--- src/rtl/comp_loader.sv ---
`default_nettype none
// ============================================================================
// comp_loader: loads digest / r,v operands word-by-word and sequences one
// external compare. Optional irq output enabled by macro COMP_LOADER_IRQ_EN.
// Revision: 1.0
// ============================================================================
module comp_loader #(
  parameter int DIGEST_WORDS = 8,
  parameter int RV_WORDS     = 5
) (
  input  logic                      clk,
  input  logic                      rst,
  input  logic                      wr_valid,
  output logic                      wr_ready,
  input  logic [1:0]                wr_sel,
  input  logic [31:0]               wr_data,
  input  logic                      start,
  input  logic                      mode,
  input  logic                      clr,
  output logic [DIGEST_WORDS*32-1:0] digest0,
  output logic [DIGEST_WORDS*32-1:0] digest1,
  output logic [RV_WORDS*32-1:0]     rReg,
  output logic [RV_WORDS*32-1:0]     vReg,
  output logic                      csr,
  input  logic                      equal,
  output logic                      busy,
  output logic                      done,
  output logic                      match,
  output logic                      err
`ifdef COMP_LOADER_IRQ_EN
  ,
  output logic                      irq
`endif
);

  localparam int DW  = DIGEST_WORDS * 32;
  localparam int RW  = RV_WORDS * 32;
  localparam int DCW = $clog2(DIGEST_WORDS + 1);
  localparam int RCW = $clog2(RV_WORDS + 1);
  localparam logic [DCW-1:0] DLIM = DCW'(DIGEST_WORDS);
  localparam logic [RCW-1:0] RLIM = RCW'(RV_WORDS);

  localparam logic [1:0] IDLE = 2'd0;
  localparam logic [1:0] CMP  = 2'd1;
  localparam logic [1:0] DONE = 2'd2;

  logic [1:0]     state;
  logic [DCW-1:0] cnt_d0, cnt_d1;
  logic [RCW-1:0] cnt_r, cnt_v;
  logic           accept;
  logic           complete;

  always_comb begin
    wr_ready = 1'b0;
    if (state == IDLE) begin
      case (wr_sel)
        2'b00:   wr_ready = (cnt_d0 < DLIM);
        2'b01:   wr_ready = (cnt_d1 < DLIM);
        2'b10:   wr_ready = (cnt_r < RLIM);
        default: wr_ready = (cnt_v < RLIM);
      endcase
    end
  end

  assign accept   = wr_valid && wr_ready && !clr;
  // Completeness uses the pre-edge counts, so a write in the start cycle is excluded.
  assign complete = mode ? ((cnt_d0 == DLIM) && (cnt_d1 == DLIM))
                         : ((cnt_r == RLIM) && (cnt_v == RLIM));
  assign busy     = (state == CMP);
  assign done     = (state == DONE);

  always_ff @(posedge clk or posedge rst) begin
    if (rst) begin
      state   <= IDLE;
      cnt_d0  <= '0;
      cnt_d1  <= '0;
      cnt_r   <= '0;
      cnt_v   <= '0;
      digest0 <= '0;
      digest1 <= '0;
      rReg    <= '0;
      vReg    <= '0;
      csr     <= 1'b0;
      match   <= 1'b0;
      err     <= 1'b0;
`ifdef COMP_LOADER_IRQ_EN
      irq     <= 1'b0;
`endif
    end else if (clr) begin
      state   <= IDLE;
      cnt_d0  <= '0;
      cnt_d1  <= '0;
      cnt_r   <= '0;
      cnt_v   <= '0;
      digest0 <= '0;
      digest1 <= '0;
      rReg    <= '0;
      vReg    <= '0;
      csr     <= 1'b0;
      match   <= 1'b0;
      err     <= 1'b0;
`ifdef COMP_LOADER_IRQ_EN
      irq     <= 1'b0;
`endif
    end else begin
`ifdef COMP_LOADER_IRQ_EN
      irq <= 1'b0;
`endif
      if (accept) begin
        case (wr_sel)
          2'b00: begin
            digest0 <= {digest0[DW-33:0], wr_data};
            cnt_d0  <= cnt_d0 + 1'b1;
          end
          2'b01: begin
            digest1 <= {digest1[DW-33:0], wr_data};
            cnt_d1  <= cnt_d1 + 1'b1;
          end
          2'b10: begin
            rReg  <= {rReg[RW-33:0], wr_data};
            cnt_r <= cnt_r + 1'b1;
          end
          default: begin
            vReg  <= {vReg[RW-33:0], wr_data};
            cnt_v <= cnt_v + 1'b1;
          end
        endcase
      end
      case (state)
        IDLE: begin
          if (start) begin
            csr <= mode;
            if (complete) begin
              state <= CMP;
            end else begin
              state <= DONE;
              err   <= 1'b1;
              match <= 1'b0;
`ifdef COMP_LOADER_IRQ_EN
              irq   <= 1'b1;
`endif
            end
          end
        end
        CMP: begin
          match <= equal;
          err   <= 1'b0;
          state <= DONE;
`ifdef COMP_LOADER_IRQ_EN
          irq   <= 1'b1;
`endif
        end
        DONE: begin
          state <= DONE;
        end
        default: begin
          state <= IDLE;
        end
      endcase
    end
  end

endmodule
`default_nettype wire

--- config.mk ---
export PLATFORM = sky130hd
export DESIGN_NAME = comp_loader
export DESIGN_NICKNAME = d
export VERILOG_FILES = /design/src/rtl/comp_loader.sv
export SDC_FILE = /design/constraint.sdc
export NUM_CORES = 2
export LEC_CHECK = 0
export ABC_AREA = 1
export CAP_MARGIN = 20
export CORE_AREA = 8 8 331 333
export DETAILED_ROUTE_END_ITERATION = 8
export DIE_AREA = 0 0 339 341
export GPL_TIMING_DRIVEN = 0
export PLACE_DENSITY = 0.69
export SLEW_MARGIN = 20
export SYNTH_ARGS = -nofsm -noshare
export SYNTH_HDL_FRONTEND = slang
export SYNTH_SLANG_ARGS = --single-unit
--- constraint.sdc ---
create_clock -name clk -period 74.6 [get_ports clk]
set_clock_uncertainty 0.2 [all_clocks]
set_input_delay 14.92 -clock clk [delete_from_list [all_inputs] [get_ports clk]]
set_output_delay 14.92 -clock clk [all_outputs]
set_load 0.005 [all_outputs]
==> summary.txt <==
Critical path
  – CP Max Fanout: 8
  – CP Cell Sequence: clkdlybuf4s50_1 -> inv_2 -> nor2_2 -> nand2_1 -> nand2_4 -> nand2_1 -> nor2_1 -> clkdlybuf4s50_1
  – Worst Path Required: slightly below 60 ns
  – Setup Crit Path Kind: primary input to primary output
  – CP max stage delay: roughly 0.67 ns
  – Slowest CP cell: clkdlybuf4s50_1
  – Critical Path AT: around 17 ns
  – Crit end category: primary output
  – Crit start category: primary input

CTS
  – H-Tree Depth: 3
  – CTS buffer count: between 90 and 100
  – Clk_lat worst skew: ~0.67 ns
  – Clk buf depth: 3
  – Clk root buf: clkbuf_16
  – Clock sinks: between 800 and 900
  – Worst-path clk slew: 0.06 ns
  – Resize count post-CTS: 0
  – Post-CTS Hold Fix Bufs: 0
  – Setup bufs post-CTS: 0
  – CTS tree: yes

Drt
  – Final WL: about 170000 um
  – Post-route DRC: 0
  – Iteration-0 DRC Markers: approximately 2900
  – DR vias: approximately 34000
  – First-pass DRT Iterations: 5
  – Routed wire length per instance: ~25 um
  – Antenna-violating nets left: 0
  – Vias/cell: 4.92

Floorplan
  – Chip width: approximately 340 um
  – # rows: ~120
  – Core area: 0.104 mm^2
  – Die area: between 0.1 and 0.15 mm^2
  – I/O Pins: 879
  – Die Height: roughly 340 um
  – Initial core utilization: 0.353

STA
  – Hold Violations, Final: 0
  – Worst hold slack: between 0.2 and 0.3 ns
  – Worst-Margin Slew: 1.02 ns
  – Final min period: approximately 32 ns
  – Max-slew violations: 0
  – Total negative setup slack: 0 ns
  – Relative slew slack: 0.323
  – RSZ-0062 raised after global routing: false
  – F_max: between 30 and 40 MHz
  – Tcrit/Tclk final: 0.428
  – Final setup viols: 0

Global route
  – Largest net degree at the start of global routing: 102
  – Vias in the first global route: 33800
  – Remaining Overflow, GRT: 0
  – First-pass GRT wire length: roughly 250000 um
  – Initial antenna violation count: 22
  – Total GRT Usage: 0.291

Outcome
  – Outcome: finished, final reports clean

Layout
  – Layout cells sized above 1: 0.0619
  – Nets: approximately 5600
  – Layout Utilization: 0.487
  – Layout filler cell count: around 10000
  – P&R area growth vs syn: 38.2%
  – Final Non-Filler Cells: about 7000

Synth
  – Post-synth ARST share: 1.00
  – Seq cells post-synth: ~850
  – Post-Syn Nets: approximately 4600
  – Syn Inst Count: ~4500
  – Post-synthesis sequential area ratio: 0.579
  – Avg Synthesized Cell Area: roughly 8 um^2
  – Unique cell type count in the Yosys netlist: 27
  – Netlist Area Pre-Place: about 0.037 mm^2
  – Post-synth EDFFs: 0
  – Primary FF master, synth: dfrtp_1
  – Synth warn: 0

Place
  – IO Port Bufs: roughly 880
  – Post-DP HPWL: ~140000 um
  – # placed instances: ~6800
  – Gp weighted congestion: between 0.9 and 1

Power and ir drop
  – PD cells: just over 20 mW/mm^2
  – Standby leakage power: 26.4 nW
  – Max VDD drop: between 15 and 20 uV

Run
  – Max-cap viol count: 0

Hold path
  – Worst Hold Class: flip-flop to flip-flop
cells in the final DEF (no fill, tap or decap), types with 17 or more instances in the layout:
cell,n
buf_2,141
clkbuf_16,98
clkbuf_8,17
clkbuf_1,133
nand2_1,1588
o21ai_1,476
nor2_1,166
nand3_1,189
dfrtp_1,851
clkdlybuf4s50_1,876
o21ai_0,215
clkinv_2,18
inv_1,726
flip-flops by register name (all words and copies together), names as in the netlist:
name     count
digest0    256
digest1    256
rReg       160
vReg       160
cnt_d0       4
cnt_d1       4
cnt_r        3
cnt_v        3
state        2
csr          1
err          1
match        1
worst max-delay path: cells and delay by family:
family | cells | cell delay, ns
simple gates | 5 | 0.56
buf+inv | 3 | 1.35
cells in the mapped netlist, types with 7 or more instances:
cell type	count	area, um^2
inv_1	727	2730
o21ai_1	476	2380
nand3_1	189	946
clkbuf_1	116	435
nor2_1	166	623
o21ai_0	215	1080
buf_6	12	135
o21ai_2	7	61.3
ha_1	12	150
dfrtp_1	851	21300
buf_1	13	48.8
buf_2	141	706
nand2_1	1588	5960
layer usage:
metal,share of wire,up-vias,track usage
met4,0.051,12,0.132
met3,0.096,342,0.0950
li1,-,15900,-
met2,0.46,1519,0.462
met5,0.00042,-,0
met1,0.40,16700,0.359
final cells by class:
cell class                      count  area [um^2]  share of cell area
Buffer                            286         1360              0.0267
Clock inverter                     40          480             0.00945
Timing Repair Buffer              886         9040               0.178
Clock buffer                      136         2770              0.0544
Antenna cell                       10         25.0            0.000492
Multi-Input combinational cell   2674        11400               0.224
Tap cell                         1391         1740              0.0342
Inverter                          731         2750              0.0541
Sequential cell                   851        21300               0.419
stage by stage:
stage,area (um^2),total power [W],worst slack [ns]
after floorplan,36800,0.000507,35.57
after global placement,47300,0.000539,24.52
after detailed placement,47600,0.000541,42.67
after CTS,50800,0.00103,42.65
after global routing,50800,0.00105,42.49
final,50900,0.00102,42.66
report_power, final:
group / leakage (nW) / total [W] / switching (W) / internal (W)
logic: 12.9 / 0.0000644 / 0.0000493 / 0.0000151
registers: 11.9 / 0.000468 / 0.00000290 / 0.000465
clock network: 1.60 / 0.000492 / 0.000205 / 0.000287
total: 26.4 / 0.00102 / 0.000257 / 0.000767
cell families after synthesis:
family	share of synthesized area
buffers and inverters	0.111
AND/OR/NAND/NOR	0.208
AO/OA/AOI/OAI	0.0960
adder cells (fa/ha/maj)	0.00408
XOR/XNOR	0.00143
flip-flops	0.579
path summary, 6_finish.rpt:
check / from / endpoint / slack, ns / cells after the start
max: wr_sel[1] / wr_ready / 42.66 / 8
min: match / match / 0.29 / 2
max reg2reg: state[1] / cnt_d1[0] / 71.83 / 9
min reg2reg: match / match / 0.29 / 2
max in group asynchronous: rst / digest1[104] / 57.36 / 6
min in group asynchronous: rst / digest0[181] / 14.54 / 2
No activity file was read; power rests on OpenSTA's default activity.
